## src/rtl/cpu_run_ctrl_if.sv

```systemverilog
// Run-control bus between the board debug inputs and the CPU enable logic.
// The master drives the debug/breakpoint inputs; the slave returns enable and status.
interface cpu_run_ctrl_if #(parameter int CNT_WIDTH = 32);
  logic                 debug_en;
  logic                 btn_step;
  logic [31:0]          pc;
  logic [31:0]          bp_addr;
  logic                 bp_valid;
  logic                 cpu_en;
  logic                 halted;
  logic                 step_done;
  logic [1:0]           state;
  logic [CNT_WIDTH-1:0] cycle_cnt;

  modport master (
    output debug_en, btn_step, pc, bp_addr, bp_valid,
    input  cpu_en, halted, step_done, state, cycle_cnt
  );

  modport slave (
    input  debug_en, btn_step, pc, bp_addr, bp_valid,
    output cpu_en, halted, step_done, state, cycle_cnt
  );
endinterface

```

## src/rtl/cpu_run_ctrl.sv

```systemverilog
// Run/halt/single-step sequencer producing the MIPS core clock enable.
// Define MIPS_BREAKPOINT_EN to build the PC breakpoint (BREAK state); otherwise it is absent.
module cpu_run_ctrl #(
  parameter int STEP_CYCLES = 1,
  parameter int CNT_WIDTH   = 32
) (
  input  logic          clk,
  input  logic          rst_n,
  cpu_run_ctrl_if.slave bus
);
  typedef enum logic [1:0] {RUN = 2'd0, HALT = 2'd1, STEP = 2'd2, BRK = 2'd3} state_e;

  localparam int          SW        = (STEP_CYCLES > 1) ? $clog2(STEP_CYCLES) : 1;
  localparam logic [SW-1:0] STEP_LOAD = SW'(STEP_CYCLES - 1);

  state_e               state_q, state_d;
  logic [SW-1:0]        step_cnt_q, step_cnt_d;
  logic                 step_q, step_d;
  logic [CNT_WIDTH-1:0] cnt_q, cnt_d;
  logic                 step_rise, bp_hit, cpu_en, step_done;

  assign step_d    = bus.btn_step;
  assign step_rise = bus.btn_step & ~step_q;

`ifdef MIPS_BREAKPOINT_EN
  logic bp_armed_q, bp_armed_d;

  assign bp_hit = bus.bp_valid & bp_armed_q & (bus.pc == bus.bp_addr);

  // Disarm on leaving BREAK so the core can execute past bp_addr; rearm once pc moves off it.
  always_comb begin
    bp_armed_d = bp_armed_q;
    if (state_q == BRK && state_d != BRK)
      bp_armed_d = 1'b0;
    else if (bus.pc != bus.bp_addr)
      bp_armed_d = 1'b1;
  end

  always_ff @(posedge clk or negedge rst_n) begin
    if (!rst_n) bp_armed_q <= 1'b1;
    else        bp_armed_q <= bp_armed_d;
  end
`else
  logic unused_bp;
  assign unused_bp = ^{bus.pc, bus.bp_addr, bus.bp_valid};
  assign bp_hit    = 1'b0;
`endif

  // Breakpoint masks the enable in the same cycle so the instruction at bp_addr never runs.
  assign cpu_en = ((state_q == RUN) & ~bp_hit) | (state_q == STEP);

  always_comb begin
    state_d    = state_q;
    step_cnt_d = step_cnt_q;
    step_done  = 1'b0;
    case (state_q)
      RUN: begin
        if (bp_hit)            state_d = BRK;
        else if (bus.debug_en) state_d = HALT;
      end
      HALT: begin
        if (!bus.debug_en) begin
          state_d = RUN;
        end else if (step_rise) begin
          state_d    = STEP;
          step_cnt_d = STEP_LOAD;
        end
      end
      STEP: begin
        // Button and breakpoint are ignored here: a step always runs to completion.
        if (step_cnt_q == '0) begin
          state_d   = bus.debug_en ? HALT : RUN;
          step_done = 1'b1;
        end else begin
          step_cnt_d = step_cnt_q - 1'b1;
        end
      end
      BRK: begin
        if (step_rise) begin
          state_d    = bus.debug_en ? STEP : RUN;
          step_cnt_d = STEP_LOAD;
        end
      end
      default: state_d = HALT;
    endcase
  end

  assign cnt_d = cnt_q + CNT_WIDTH'(cpu_en);

  // step_q resets high so a button held through reset is not seen as a press.
  always_ff @(posedge clk or negedge rst_n) begin
    if (!rst_n) begin
      state_q    <= HALT;
      step_cnt_q <= '0;
      step_q     <= 1'b1;
      cnt_q      <= '0;
    end else begin
      state_q    <= state_d;
      step_cnt_q <= step_cnt_d;
      step_q     <= step_d;
      cnt_q      <= cnt_d;
    end
  end

  assign bus.cpu_en    = cpu_en;
  assign bus.halted    = (state_q == HALT) | (state_q == BRK);
  assign bus.step_done = step_done;
  assign bus.state     = state_q;
  assign bus.cycle_cnt = cnt_q;
endmodule

```

## src/flat_wrapper.sv

```systemverilog
// flat-port wrapper written by rule: the top's interface ports become plain ports
module cpu_run_ctrl_flat 
#(
  parameter int STEP_CYCLES = 1,
  parameter int CNT_WIDTH   = 32
)
  (clk, rst_n, bus_debug_en, bus_btn_step, bus_pc, bus_bp_addr, bus_bp_valid, bus_cpu_en, bus_halted, bus_step_done, bus_state, bus_cycle_cnt);
  cpu_run_ctrl_if #(.CNT_WIDTH(CNT_WIDTH)) bus_i ();
  input  logic clk;
  input  logic rst_n;
  input wire logic [$bits(bus_i.debug_en)-1:0] bus_debug_en;
  input wire logic [$bits(bus_i.btn_step)-1:0] bus_btn_step;
  input wire logic [$bits(bus_i.pc)-1:0] bus_pc;
  input wire logic [$bits(bus_i.bp_addr)-1:0] bus_bp_addr;
  input wire logic [$bits(bus_i.bp_valid)-1:0] bus_bp_valid;
  output wire logic [$bits(bus_i.cpu_en)-1:0] bus_cpu_en;
  output wire logic [$bits(bus_i.halted)-1:0] bus_halted;
  output wire logic [$bits(bus_i.step_done)-1:0] bus_step_done;
  output wire logic [$bits(bus_i.state)-1:0] bus_state;
  output wire logic [$bits(bus_i.cycle_cnt)-1:0] bus_cycle_cnt;
  assign bus_i.debug_en = bus_debug_en;
  assign bus_i.btn_step = bus_btn_step;
  assign bus_i.pc = bus_pc;
  assign bus_i.bp_addr = bus_bp_addr;
  assign bus_i.bp_valid = bus_bp_valid;
  assign bus_cpu_en = bus_i.cpu_en;
  assign bus_halted = bus_i.halted;
  assign bus_step_done = bus_i.step_done;
  assign bus_state = bus_i.state;
  assign bus_cycle_cnt = bus_i.cycle_cnt;
  cpu_run_ctrl #(.STEP_CYCLES(STEP_CYCLES), .CNT_WIDTH(CNT_WIDTH)) u_core (.clk(clk), .rst_n(rst_n), .bus(bus_i));
endmodule
```

## config.mk

```make
export PLATFORM = sky130hd
export DESIGN_NAME = cpu_run_ctrl_flat
export DESIGN_NICKNAME = d
export VERILOG_FILES = /design/src/rtl/cpu_run_ctrl_if.sv /design/src/rtl/cpu_run_ctrl.sv /design/src/flat_wrapper.sv
export SDC_FILE = /design/constraint.sdc
export NUM_CORES = 1
export LEC_CHECK = 0
export CAP_MARGIN = 20
export CORE_MARGIN = 5
export CORE_UTILIZATION = 38
export DETAILED_ROUTE_END_ITERATION = 10
export PLACE_DENSITY = 0.95
export SYNTH_ARGS = -nofsm -noshare
export SYNTH_HDL_FRONTEND = slang
export SYNTH_SLANG_ARGS = --single-unit
export TNS_END_PERCENT = 5
```

## constraint.sdc

```tcl
create_clock -name clk -period 3.7 [get_ports clk]
set_input_delay 0.74 -clock clk [delete_from_list [all_inputs] [get_ports clk]]
set_output_delay 0.74 -clock clk [all_outputs]
set_load 0.05 [all_outputs]
```

* Word level (Yosys, flattened, before mapping)
Index checks and enable logic that the tools add are counted.
** Cells by class
- Reductions and logical operators :: 4
- Equal/unequal tests :: 8
- Bitwise gates (word level) :: 4
- $add $sub $neg :: 2
- Muxes and demuxes :: 14
** Operators by type and width (number)
- 32-bit by 1-bit adder with 32-bit output :: 1
- 2-bit two-way mux :: 6
- 2-bit case mux with 4 select lines :: 1
- 1-bit two-way mux :: 6
- 2-bit inequality test (second input constant) :: 3
- 2-bit equality test (second input constant) :: 2
- 4-bit AND reduction :: 1
- 3-bit by 2-bit inequality test with 1-bit output (second input constant) :: 1
- 1-bit case mux with 3 select lines :: 1
- 3-bit nonzero test :: 1
- 2-bit by 1-bit equality test with 1-bit output (second input constant) :: 1
- 2-bit logical NOT :: 1
- 2-bit by 1-bit inequality test with 1-bit output (second input constant) :: 1
- 1-bit bitwise OR :: 2
- 2-bit AND reduction :: 1
- 1-bit AND :: 1
- 1-bit inverter :: 1
- 1-bit subtractor (second input constant) :: 1
** Storage, ports and cells
- Bits of input ports :: 69
- Bits in registers :: 36

* Depth between registers and ports, before layout
- Depth after elaboration :: 5
- Mapped depth :: 8
- Depth with buffers taken out :: 7

* Least setup slack after synthesis
No wires, ideal clock.
- Path kind :: register -> output
- From :: register u_core.state_q[1] (netlist: u_core.bus.state[1])
- To :: output port bus_step_done
- Setup slack :: 1.541 ns
- Stages on the path, launching flop included :: 2
- Data arrival time :: 1.419 ns
- Cells stage by stage :: dfrtp_1 > nor2b_1
** On the way
- Word-level cells in the longest chain between the ends :: 2
** RTL lines
- start, declared :: line cpu_run_ctrl.sv:16 : state_e state_q, state_d;
- start signal, assigned :: line cpu_run_ctrl.sv:98 : state_q <= state_d;
- 2-bit equality test :: line cpu_run_ctrl.sv:56 : case (state_q)
- 1-bit two-way mux :: line cpu_run_ctrl.sv:56
- end, declared :: line flat_wrapper.sv:18 : output wire logic [$bits(bus_i.step_done)-1:0] bus_step_done;
Every way passes these cells.

* Worst setup path in the final report
- From :: register u_core.state_q[0] (netlist: u_core.bus.state[0])
- To :: output port bus_halted
** On the way
- Word-level cells in the longest chain between the ends :: 2
- Elaborated cells on any way between the ends :: 3
- Those cells by class :: eq/ne: 2; bitwise: 1
** RTL lines
- 2-bit by 1-bit equality test with 1-bit output or 2-bit equality test (tied branches) :: line cpu_run_ctrl.sv:106 : assign bus.halted = (state_q == HALT) | (state_q == BRK);
- 1-bit bitwise OR * :: line cpu_run_ctrl.sv:106
- end, declared :: line flat_wrapper.sv:17 : output wire logic [$bits(bus_i.halted)-1:0] bus_halted;
Mark *: on every way between the ends. The rest lies on a longest branch, timed or not.

==> impl_metrics.env <==
export IMPL_placement_setup_worst_slack_ns=1.58
export IMPL_detailed_place_hpwl_mm=2.43
export IMPL_startpoint_class="flip-flop"
export IMPL_drt_total_wl_mm=3.44
export IMPL_ys_ff_latch=35
export IMPL_worst_endpoint_arrival_ns=1.71
export IMPL_timing_final_hold_violations=0
export IMPL_floorplan_initialDensity_pct=39.5
export IMPL_synth_distinct_cells=24
export IMPL_maxSlewHeadroom_pct=57.0
export IMPL_p_int_mw=0.741
export IMPL_cts_root_buf="sky130_fd_sc_hd__clkbuf_8"
export IMPL_switching_share_pct=34.3
export IMPL_chipWidth_um=74.9
export IMPL_synth_largest_type_area_fraction_pct=51.5
export IMPL_timing_critical_path_max_delay_family="buffers and inverters"
export IMPL_net_switching_power_of_the_design_mw=0.387
export IMPL_die_height_um=74.9
export IMPL_p_leak_nw=0.942
export IMPL_grt_antenna_before_repair=0
export IMPL_grt_max_degree=36
export IMPL_area_sequential_um2=878
export IMPL_crit_fanout=7
export IMPL_cts_hold_fix_buffers=0
export IMPL_criticalPathCategory="flip-flop to output port"
export IMPL_tightest_slew_ns=0.643
export IMPL_grt_first_pass_wirelength_mm=5.42
export IMPL_cp_end_kind="output port"
export IMPL_cts_post_setup_buffers_inserted=0
export IMPL_max_clock_path_buffers=2
export IMPL_slew_violations=0
export IMPL_timing_final_crit_period_ns=2.45
export IMPL_timing_final_setup_violations=0
export IMPL_synth_area_top_cells="sky130_fd_sc_hd__dfrtp_1, sky130_fd_sc_hd__xnor2_1, sky130_fd_sc_hd__nand4_1"
export IMPL_vdd_ir_drop_max_mv=0.313
export IMPL_synth_nets=210
export IMPL_synthCells=138
export IMPL_multi_input_area_um2=688
export IMPL_max_cap_violations=0
export IMPL_grt_setup_unrepaired="no"
export IMPL_critPathRequiredTime_ns=2.96
export IMPL_post_drt_wl_per_cell_um=14.7
export IMPL_finalCoreUtilization_pct=53.4
export IMPL_synth_top_cell_by_area="sky130_fd_sc_hd__dfrtp_1"
export IMPL_fin_setup_tns_ns=0
export IMPL_placeable_area_um2=4060
export IMPL_power_combinational_fraction_pct=26.5
export IMPL_buffer_ports_inserted=40
export IMPL_worst_skew_pair_latency_ns=0.29
export IMPL_crit_chain="clkdlybuf4s50_1"
export IMPL_clock_skew_after_layout_ns=0.00793
export IMPL_clkSlewWorstSetupHoldPaths_ns=0.07
export IMPL_post_route_period_util_pct=66.1
export IMPL_sequentialPowerShare_pct=42.0
export IMPL_max_freq_mhz=409
export IMPL_antenna_cells=0
export IMPL_post_layout_total_power_mw=1.13
export IMPL_detail_route_iter0_violations=75
export IMPL_run_status="finished clean"
export IMPL_netlist_area_um2=1600
export IMPL_first_global_vias=1192
export IMPL_viasPerCell=5.22
export IMPL_cts_buffers_inserted=5
export IMPL_ys_seq_area_share_pct=54.8
export IMPL_critical_path_slowest_cell="sky130_fd_sc_hd__clkdlybuf4s50_1"
export IMPL_final_fill_count=383
export IMPL_critical_path_buf_inv_count=1
export IMPL_gr_usage_all_layers_pct=13.3
export IMPL_nets=254
export IMPL_cts_tree="done"
export IMPL_synth_yosys_warnings=0
export IMPL_globalRouteOverflowTotal=0
export IMPL_drive_gt1_share_pct=8.20
export IMPL_power_per_cell_area_nw_per_um2=521
export IMPL_critical_path_max_stage_delay_ns=0.82
export IMPL_rows=23
export IMPL_gpl_final_weighted_congestion=0.760
export IMPL_area_delta_synth_final_pct=35.1
export IMPL_syn_mean_instance_area_um2=11.6
export IMPL_cts_resized=0
export IMPL_drt_pass1_iter_count=4
export IMPL_remaining_drc_errors=0
export IMPL_cts_sinks=35
export IMPL_dr_total_vias=1217
export IMPL_io_pin_count=106
export IMPL_final_critical_path_setup_slack_ns=1.25
export IMPL_remaining_antenna_violation_count_after_routing=0
export IMPL_hold_path_class="flip-flop to flip-flop"
export IMPL_clock_power_share_pct=31.5
export IMPL_die_area_um2=5620
export IMPL_htree_levels=2
==> worst reg2reg max path: stages (launching register included) <==
cell and delay, ns:
sky130_fd_sc_hd__dfstp_2 0.59, sky130_fd_sc_hd__inv_1 0.07, sky130_fd_sc_hd__ha_1 0.19, sky130_fd_sc_hd__ha_1 0.22, sky130_fd_sc_hd__and4_1 0.35, sky130_fd_sc_hd__and3_1 0.25
sky130_fd_sc_hd__nand3_1 0.09, sky130_fd_sc_hd__xnor2_1 0.12
==> final cells by class <==
class | instances | share of cell area [%]
clock buffers | 6 | 3.81
clock inverters | 2 | 1.62
inverters | 3 | 0.520
multi-input cells | 96 | 31.8
flip-flops and latches | 35 | 40.6
well taps | 50 | 2.89
repair buffers | 41 | 18.8
==> cell families (layout without fill, tap and decap cells) <==
logic type	after synthesis	count (layout)	synth area share [%]
multiplexers	1	1	0.625
XOR/XNOR	30	30	16.4
adder cells (fa/ha/maj)	3	3	2.34
AO/OA/AOI/OAI	2	2	0.625
flip-flops	35	35	54.8
AND/OR/NAND/NOR	60	60	23.0
buffers and inverters	7	52	2.26
==> power by group through the flow <==
| stage | logic [mW] | registers, mW | clock network (mW) |
|---|---|---|---|
| floorplan | 0.0597 | 0.606 | 0 |
| global placement | 0.296 | 0.476 | 0 |
| detailed placement | 0.305 | 0.481 | 0 |
| CTS | 0.305 | 0.474 | 0.368 |
| global route | 0.320 | 0.482 | 0.384 |
| finish | 0.299 | 0.473 | 0.355 |
==> worst paths after layout <==
| path | startpoint | to | slack, ns | cells past startpoint |
|---|---|---|---|---|
| worst max-delay path | u_core.bus.state[0] | bus_halted | 1.25 | 1 |
| worst min-delay path | u_core.bus.cycle_cnt[31] | u_core.bus.cycle_cnt[31] | 0.48 | 1 |
| worst max register to register | u_core.bus.state[0] | u_core.bus.cycle_cnt[18] | 1.73 | 7 |
| worst min register to register | u_core.bus.cycle_cnt[31] | u_core.bus.cycle_cnt[31] | 0.48 | 1 |
| max in group asynchronous | rst_n | u_core.bus.state[0] | 2.50 | 2 |
| min in group asynchronous | rst_n | u_core.bus.cycle_cnt[11] | 0.86 | 2 |
==> Yosys cell counts (all sizes together) <==
cell type   n
nand3      11
xnor2      25
clkbuf      1
and3       10
and4        3
dfstp       2
nor3        3
nand4b      2
nand2       7
nand4      16
buf         3
dfrtp      33
ha          3
a21oi       2
mux2i       1
nor2        6
nor2b       2
inv         3
xor2        5
==> layout by cell type, fill, tap and decap left out <==
cell | synthesis | routed
sky130_fd_sc_hd__buf_4 | 0 | 1
sky130_fd_sc_hd__a21oi_1 | 2 | 2
sky130_fd_sc_hd__nor2_2 | 1 | 1
sky130_fd_sc_hd__bufinv_16 | 0 | 1
sky130_fd_sc_hd__nor3_1 | 2 | 2
sky130_fd_sc_hd__mux2i_1 | 1 | 1
sky130_fd_sc_hd__ha_1 | 3 | 3
sky130_fd_sc_hd__nand4_4 | 1 | 1
sky130_fd_sc_hd__dfrtp_1 | 33 | 33
sky130_fd_sc_hd__and4_1 | 3 | 3
sky130_fd_sc_hd__clkinv_2 | 0 | 1
sky130_fd_sc_hd__clkdlybuf4s50_1 | 0 | 40
sky130_fd_sc_hd__nand2_1 | 7 | 7
sky130_fd_sc_hd__clkbuf_8 | 0 | 6
sky130_fd_sc_hd__and3_2 | 1 | 1
sky130_fd_sc_hd__nor3_4 | 1 | 1
sky130_fd_sc_hd__nand4b_1 | 2 | 2
sky130_fd_sc_hd__nand4_1 | 15 | 15
sky130_fd_sc_hd__dfstp_2 | 2 | 2
sky130_fd_sc_hd__nor2b_1 | 2 | 2
sky130_fd_sc_hd__nor2_1 | 5 | 5
sky130_fd_sc_hd__xor2_1 | 5 | 5
sky130_fd_sc_hd__xnor2_1 | 25 | 25
sky130_fd_sc_hd__inv_1 | 3 | 3
sky130_fd_sc_hd__and3_1 | 9 | 9
sky130_fd_sc_hd__nand3_1 | 11 | 11
==> registers in the layout, indices dropped and copies added (netlist names) <==
signal,flops
u_core.bus.cycle_cnt,32
u_core.bus.state,2
u_core.step_q,1
==> metrics by stage <==
| stage | cells | hold WS, ns | cell area [um^2] |
|---|---|---|---|
| 4_1_cts | 233 | 0.479 | 2170 |
| 6_report | 233 | 0.477 | 2170 |
| 3_3_place_gp | 225 | 0.460 | 2050 |
| 5_1_grt | 233 | 0.493 | 2170 |
| 2_1_floorplan | 138 | 0.444 | 1600 |
| 3_5_place_dp | 225 | 0.470 | 2050 |
==> metal layers <==
| layer | up-vias | wire [um] | GRT usage (%) | share of wire (%) |
|---|---|---|---|---|
| li1 | 573 | - | - | - |
| met1 | 595 | 1370 | 14.5 | 40 |
| met2 | 43 | 1690 | 22.2 | 49 |
| met3 | 6 | 301 | 5.47 | 8.8 |
| met4 | 0 | 69 | 6.52 | 2.0 |
| met5 | - | 0 | 0 | 0 |
Note: power is estimated with default switching activity, not from simulation.
